File: src/rtl/video_cfg_ctrl.sv
// video_cfg_ctrl
// ---------------------------------------------------------------------------
// Decodes a byte-serial MCU command stream and either forwards OSD bytes or
// loads a shadow video configuration. The shadow is copied to the system_*
// outputs on the next vsync falling edge. If no edge arrives within
// APPLY_TIMEOUT cycles, for example because video is stopped, the shadow is
// applied anyway.
//
// Parameters
//   APPLY_TIMEOUT      cycles a pending config waits for vsync before force-apply
// Ports
//   clk                pixel/system clock, rising edge
//   reset              asynchronous, active-high reset
//   mcu_start          1-cycle pulse: begin a new command (aborts any current one)
//   mcu_strobe         1-cycle pulse: mcu_data valid
//   mcu_data[7:0]      command / payload byte
//   vs_n               active-low vertical sync
//   osd_start          start pulse to OSD (cycle after the 0x02 opcode strobe)
//   osd_strobe         byte strobe to OSD (cycle after each payload strobe)
//   osd_data[7:0]      byte to OSD, held between strobes
//   system_scanlines   applied scanline setting
//   system_volume      applied volume setting
//   system_wide_screen applied wide-screen flag
//   cfg_pending        shadow config waiting to be applied
//   cmd_error          sticky unknown-opcode flag, cleared only by reset
// ---------------------------------------------------------------------------
module video_cfg_ctrl #(
  parameter int APPLY_TIMEOUT = 2**20
) (
  input  logic       clk,
  input  logic       reset,
  input  logic       mcu_start,
  input  logic       mcu_strobe,
  input  logic [7:0] mcu_data,
  input  logic       vs_n,
  output logic       osd_start,
  output logic       osd_strobe,
  output logic [7:0] osd_data,
  output logic [1:0] system_scanlines,
  output logic [1:0] system_volume,
  output logic       system_wide_screen,
  output logic       cfg_pending,
  output logic       cmd_error
);

  localparam int CNT_W = $clog2(APPLY_TIMEOUT + 1);
  localparam logic [CNT_W-1:0] CNT_LAST = CNT_W'(APPLY_TIMEOUT - 1);

  typedef enum logic [2:0] {IDLE, OPCODE, CFG, OSD, IGNORE} state_t;

  state_t           state_reg, state_next;
  logic             osd_start_reg, osd_start_next;
  logic             osd_strobe_reg, osd_strobe_next;
  logic [7:0]       osd_data_reg, osd_data_next;
  logic             error_reg, error_next;
  logic             cfg_write;

  logic [1:0]       shadow_scan_reg, shadow_vol_reg;
  logic             shadow_wide_reg;
  logic [1:0]       sys_scan_reg, sys_vol_reg;
  logic             sys_wide_reg;
  logic             pending_reg;
  logic [CNT_W-1:0] timeout_cnt_reg;
  logic             vs_q_reg;

  logic             vs_fall;
  logic             timeout_hit;
  logic             apply;

  // Command decoder: next state and OSD outputs.
  always_comb begin
    state_next      = state_reg;
    osd_start_next  = 1'b0;
    osd_strobe_next = 1'b0;
    osd_data_next   = osd_data_reg;
    error_next      = error_reg;
    cfg_write       = 1'b0;
    if (mcu_start) begin
      // A strobe coinciding with start belongs to no command and is dropped.
      state_next = OPCODE;
    end else if (mcu_strobe) begin
      case (state_reg)
        OPCODE: begin
          if (mcu_data == 8'h01) begin
            state_next = CFG;
          end else if (mcu_data == 8'h02) begin
            state_next     = OSD;
            osd_start_next = 1'b1;
          end else begin
            state_next = IGNORE;
            error_next = 1'b1;
          end
        end
        CFG: begin
          cfg_write  = 1'b1;
          state_next = IGNORE;
        end
        OSD: begin
          osd_strobe_next = 1'b1;
          osd_data_next   = mcu_data;
        end
        default: ;
      endcase
    end
  end

  always_ff @(posedge clk or posedge reset) begin
    if (reset) begin
      state_reg      <= IDLE;
      osd_start_reg  <= 1'b0;
      osd_strobe_reg <= 1'b0;
      osd_data_reg   <= 8'h00;
      error_reg      <= 1'b0;
    end else begin
      state_reg      <= state_next;
      osd_start_reg  <= osd_start_next;
      osd_strobe_reg <= osd_strobe_next;
      osd_data_reg   <= osd_data_next;
      error_reg      <= error_next;
    end
  end

  // Apply uses the shadow as it stood before this cycle's write, so a write
  // coinciding with an edge stays pending for the following edge.
  assign vs_fall     = vs_q_reg & ~vs_n;
  assign timeout_hit = (timeout_cnt_reg == CNT_LAST);
  assign apply       = pending_reg & (vs_fall | timeout_hit);

  always_ff @(posedge clk or posedge reset) begin
    if (reset) begin
      vs_q_reg        <= 1'b1;
      shadow_scan_reg <= 2'b00;
      shadow_vol_reg  <= 2'b10;
      shadow_wide_reg <= 1'b0;
      sys_scan_reg    <= 2'b00;
      sys_vol_reg     <= 2'b10;
      sys_wide_reg    <= 1'b0;
      pending_reg     <= 1'b0;
      timeout_cnt_reg <= '0;
    end else begin
      vs_q_reg <= vs_n;
      if (apply) begin
        sys_scan_reg <= shadow_scan_reg;
        sys_vol_reg  <= shadow_vol_reg;
        sys_wide_reg <= shadow_wide_reg;
      end
      if (cfg_write) begin
        shadow_scan_reg <= mcu_data[1:0];
        shadow_vol_reg  <= mcu_data[3:2];
        shadow_wide_reg <= mcu_data[4];
      end
      pending_reg <= cfg_write | (pending_reg & ~apply);
      if (apply || cfg_write) begin
        timeout_cnt_reg <= '0;
      end else if (pending_reg) begin
        timeout_cnt_reg <= timeout_cnt_reg + 1'b1;
      end
    end
  end

  assign osd_start          = osd_start_reg;
  assign osd_strobe         = osd_strobe_reg;
  assign osd_data           = osd_data_reg;
  assign system_scanlines   = sys_scan_reg;
  assign system_volume      = sys_vol_reg;
  assign system_wide_screen = sys_wide_reg;
  assign cfg_pending        = pending_reg;
  assign cmd_error          = error_reg;

endmodule

File: config.mk
export PLATFORM = sky130hd
export DESIGN_NAME = video_cfg_ctrl
export DESIGN_NICKNAME = d
export VERILOG_FILES = /design/src/rtl/video_cfg_ctrl.sv
export SDC_FILE = /design/constraint.sdc
export NUM_CORES = 1
export LEC_CHECK = 0
export CORE_AREA = 2 2 59 83
export DETAILED_ROUTE_END_ITERATION = 12
export DIE_AREA = 0 0 61 85
export GPL_TIMING_DRIVEN = 0
export PLACE_DENSITY = 0.81
export SYNTH_ARGS = -nofsm -noshare
export SYNTH_HDL_FRONTEND = slang
export SYNTH_SLANG_ARGS = --single-unit
File: constraint.sdc
create_clock -name clk -period 2.1 [get_ports clk]
set_input_delay 0.21 -clock clk [delete_from_list [all_inputs] [get_ports clk]]
set_output_delay 0.21 -clock clk [all_outputs]
set_load 0.03 [all_outputs]
# Yosys cells after proc, flatten, opt, wreduce, memory -nomap -nowiden
# Cells that the tools add are included.
totals:
  reg_bits: 47
  in_bits: 13
op_classes:
  add_sub_neg: 1
  eq_ne: 6
  n_mux: 18
  bitwise: 10
  reduce_logical: 7
op_table:
  columns: ["operator", "count"]
  rows:
  - ["2-to-1 mux 21 bit", 2]
  - ["adder 21 x 1 -> 21 bit, second input constant", 1]
  - ["== test 21 x 20 -> 1 bit, second input constant", 1]
  - ["2-to-1 mux 3 bit", 4]
  - ["2-to-1 mux 1 bit", 11]
  - ["== test 8 x 1 -> 1 bit, second input constant", 1]
  - ["== test 8 x 2 -> 1 bit, second input constant", 1]
  - ["== test 3 x 2 -> 1 bit, second input constant", 2]
  - ["one-hot mux 3 bit (2 select lines)", 1]
  - ["NOT 1 bit", 5]
  - ["AND reduction 5 bit", 1]
  - ["nonzero test 2 bit", 2]
  - ["AND 1 bit", 3]
  - ["== test 3 x 1 -> 1 bit, second input constant", 1]
  - ["AND reduction 3 bit", 1]
  - ["nonzero test 3 bit", 1]
  - ["bitwise OR 1 bit", 2]
  - ["AND reduction 2 bit", 1]
  - ["logical OR 1 bit", 1]

# Longest topological paths before layout
logic_depth:
  ltp_word: 7
  depth_mapped: 7
  mapped_depth_nobuf: 5

# Least setup slack after synthesis
# No wires, ideal clock.
synth_path:
  path_type: "reg2reg"
  from: "register pending_reg, in the netlist cfg_pending"
  to: "register timeout_cnt_reg[15]"
  setup_ns: 0.077
  arrival_ns: 1.649
  t_required_ns: 2.023
  setup_slack_ns: 0.373
  stages_incl_launch_ff: 6
  path_buffers: 1
  period_less_slack_ns: 1.727
  path_cell_list: "dfrtp_1 -> and4_1 -> buf_2 -> nand3_1 -> or4_1 -> a21oi_1"
synth_via:
  elab_chain_cells: 3
  elab_cells_between_ends: 4
synth_rtl:
  columns: ["item", "line", "source"]
  rows:
  - ["start, declared", "62", "logic pending_reg;"]
  - ["start signal, assigned", "152", "pending_reg <= cfg_write | (pending_reg & ~apply);"]
  - ["AND 1 bit", "127", "assign apply = pending_reg & (vs_fall | timeout_hit);"]
  - ["logical OR 1 bit", "153", "if (apply || cfg_write) begin"]
  - ["2-to-1 mux 21 bit / nonzero test 2 bit (equally long branches)", null, null]
  - ["end signal, assigned", "156", "timeout_cnt_reg <= timeout_cnt_reg + 1'b1;"]
  - ["end, declared", "63", "logic [CNT_W-1:0] timeout_cnt_reg;"]
# Parallel ways exist; a longest one is shown, timed or not.
# A chain may end at the register's enable or synchronous reset.

# Worst setup path in the final report
layout_path:
  from: "register timeout_cnt_reg[0]"
  to: "register timeout_cnt_reg[3]"
layout_via:
  elab_chain_cells: 5
  elab_cells_between_ends: 8
layout_rtl:
  columns: ["item"]
  rows:
  - ["parallel branches: the longest is 5 deep, another holds adder 21 x 1 -> 21 bit"]
# Several ways; the timed one is not identified. The select of a mux whose other input is x is not followed.

==> flow_summary.json <==
{
  "status": "complete, no violations",
  "clk_pin_slew_ns": 0.09,
  "ys_seq_area_share_pct": 52.0,
  "reg2reg_setup_slack_ns": 0.14,
  "rsz0062_at_grt": "false",
  "relSlewSlack_pct": 63.7,
  "cts_setup_buffers": 0,
  "critPathMaxStageDelay_ns": 0.39,
  "gp_congestion": 0.764,
  "die-area_sq_um": 5190,
  "cp.required_ns": 2.29,
  "cp-start-kind": "register",
  "netlist_area_sq_um": 2270,
  "maxCapViolCount": 0,
  "io_pins": 30,
  "vias_per_cell": 5.75,
  "ys_warn_count": 0,
  "vias": 1827,
  "synth_area_leaders": "dfrtp_1 (48%), nand2_1 (5.6%), mux2_2 (4.0%), o211ai_1 (4.0%), dfstp_2 (3.5%)",
  "muxShareOfSynthArea_pct": 3.97,
  "ff2ff_path_depth": 7,
  "yosys.cell_types.count": 47,
  "postSynthAreaPerCell_sq_um": 10.4,
  "largest_register_ffs": 21,
  "tritoncts": "done",
  "path_depth": 7,
  "cellLeakagePower_nw": 1.23,
  "drive_gt1_share_pct": 12.5,
  "seqPwrFrac_pct": 57.0,
  "drt_pass1_iterations": 4,
  "clock_sinks": 47,
  "powerDensity_nw_per_um2": 584,
  "synth_top_family_by_area": "simple AND/OR/NAND/NOR gates",
  "utilization_pct": 62.1,
  "switching_share_pct": 22.1,
  "grt_first_pass_wirelength_um": 8090,
  "routedWlPerCell_um": 14.7,
  "antenna_found_initial": 0,
  "htreeDepth": 2,
  "grt_pass1_vias": 1816,
  "fp.coreArea_sq_um": 4460,
  "synth_xor_area_share_pct": 3.47,
  "finalSetupViolCount": 0,
  "cts_root_buffer": "clkbuf_8",
  "nNetsFinal": 269,
  "synthCells": 218,
  "p_int_mw": 1.26,
  "synthArstFlopShare_pct": 100,
  "synth-edff-count": 0,
  "synth_compound_area_share_pct": 12.9,
  "drtIter0Drc": 105,
  "numCtsBuffers": 5,
  "final_common_cell": "dfrtp_1",
  "initial_core_util_pct": 50.9,
  "layout_common_cells": "dfrtp_1 (44), nand2_1 (34), clkdlybuf4s50_1 (29), o211ai_1 (12), nor2_1 (10)",
  "max_freq_mhz": 510,
  "rr_startpoint": "timeout_cnt_reg[0]$_DFFE_PP0P_",
  "power.switching_mw": 0.358,
  "cts_max_path_buffers": 2,
  "maxSlewViolCount": 0,
  "tightest_slew_ns": 0.544,
  "min_period_over_period_pct": 93.3,
  "antenna_left": 0,
  "yosys.area_share.simple_pct": 23.7,
  "fin_crit_ns": 1.96,
  "path_cells": "ha_1 > and3_1 > nand3_4 > buf_6 > o21ai_1 > buf_4 > nor2_1",
  "worstPathArrival_ns": 2.15,
  "critPathKind": "register to register",
  "ir_drop_mv": 0.521,
  "syn_nets": 232,
  "track_usage_pct": 20.3,
  "endpoint_kind": "register",
  "synth_fa_ha_area_share_pct": 0.551,
  "grt_overflow": 0,
  "hold_path.class": "input pin to async pin",
  "die_w_um": 61,
  "power_frac_clock_pct": 37.0,
  "clock_latency_ns": 0.30,
  "yosys.area.top_type": "dfrtp_1",
  "remaining_drc_errors": 0,
  "rows": 29,
  "r2r_end": "timeout_cnt_reg[3]$_DFFE_PP0P_",
  "dieHeight_um": 85,
  "syn_to_final_growth_pct": 22.0,
  "fin_setup_tns_ns": 0,
  "diodes": 0,
  "wirelength_um": 4680,
  "critPathSlowestCell": "dfrtp_1",
  "port_buffers": 29,
  "ys.flop_type": "dfrtp_1",
  "final.setup_skew_ns": 0.00581,
  "hpwl_um": 3470,
  "crit_family": "simple AND/OR/NAND/NOR gates",
  "path_buf_inv": 2,
  "finalHoldViolCount": 0,
  "ys_ff_latch": 47,
  "grt_max_degree": 25,
  "synth_top_area_share_pct": 48.5,
  "pwr-share-comb_pct": 6.0,
  "path_max_fanout": 10
}
==> cell usage after synthesis, drive strengths merged, types with 2 or more instances <==
master  number
or4          6
dfrtp       44
and3         6
nand2       34
nand2b       2
nand3       10
dfstp        3
xor2         7
o21ai        9
clkbuf       4
buf          5
nand4        8
and4         4
o31ai        5
a32o         3
o211ai      12
or3          3
inv          5
mux2         8
xnor2        2
nor2        10
nor3         2
nor3b        3
a21oi        7
==> metal layers <==
| metal | vias to the layer above | part of all wire (%) | GRT usage, % |
|---|---|---|---|
| li1 | 872 | - | - |
| met1 | 908 | 41 | 25.0 |
| met2 | 39 | 53 | 34.4 |
| met3 | 8 | 4.3 | 4.57 |
| met4 | 0 | 1.6 | 6.52 |
| met5 | - | 0 | 0 |
==> stage by stage <==
step	instance area [sq um]	hold slack (ns)	setup WS, ns	std cells	power (mW)
3_5_place_dp	2670	0.459	-0.165	310	1.04
5_1_grt	2770	0.318	0.0138	318	1.68
3_3_place_gp	2640	0.450	-0.153	309	1.03
4_1_cts	2770	0.287	0.125	318	1.63
2_1_floorplan	2270	0.214	0.373	218	0.986
6_report	2770	0.275	0.140	318	1.62
==> what timing repair did <==
item                                    4_1_cts  5_1_grt
hold buffers                                  0        0
gates resized for setup                       0        1
endpoints found under the setup margin        0        2
==> cells by family (layout without fill, tap and decap cells) <==
family | Yosys count | in the layout
and+or+nand+nor | 96 | 96
DFF | 47 | 47
AOI/OAI and AO/OA | 42 | 42
buffers and inverters | 15 | 53
xor gates and xnor gates | 9 | 9
muxes | 8 | 8
adders and majority gates | 1 | 1
==> final cells by class <==
cell class	count	area [sq um]
multi-input combinational	156	1020
inverter	6	22.5
tap	62	77.6
fill	378	1690
buffer	9	55.1
clock buffer	8	100
timing repair buffer	30	318
sequential	47	1180
==> power groups by stage <==
stage	clock network, mW	registers [mW]	logic [mW]
finish	0.598	0.923	0.0974
global route	0.642	0.924	0.109
CTS	0.610	0.922	0.0992
detailed placement	0	0.940	0.0988
global placement	0	0.940	0.0900
floorplan	0	0.944	0.0422
==> worst max-delay path by stage <==
| stage | endpoint | startpoint | slack (ns) |
|---|---|---|---|
| final | timeout_cnt_reg[3]$_DFFE_PP0P_ | timeout_cnt_reg[0]$_DFFE_PP0P_ | 0.14 |
| after global routing | timeout_cnt_reg[3]$_DFFE_PP0P_ | timeout_cnt_reg[0]$_DFFE_PP0P_ | 0.01 |
| after CTS | timeout_cnt_reg[8]$_DFFE_PP0P_ | state_reg[2]$_DFFE_PP0P_ | 0.13 |
| after detailed placement | timeout_cnt_reg[8]$_DFFE_PP0P_ | mcu_strobe | -0.16 |
| after global placement | system_wide_screen$_DFFE_PP0P_ | reset | -0.15 |
| after floorplan | timeout_cnt_reg[15]$_DFFE_PP0P_ | cfg_pending$_DFF_PP0_ | 0.37 |
(Power assumes the default switching activity.)
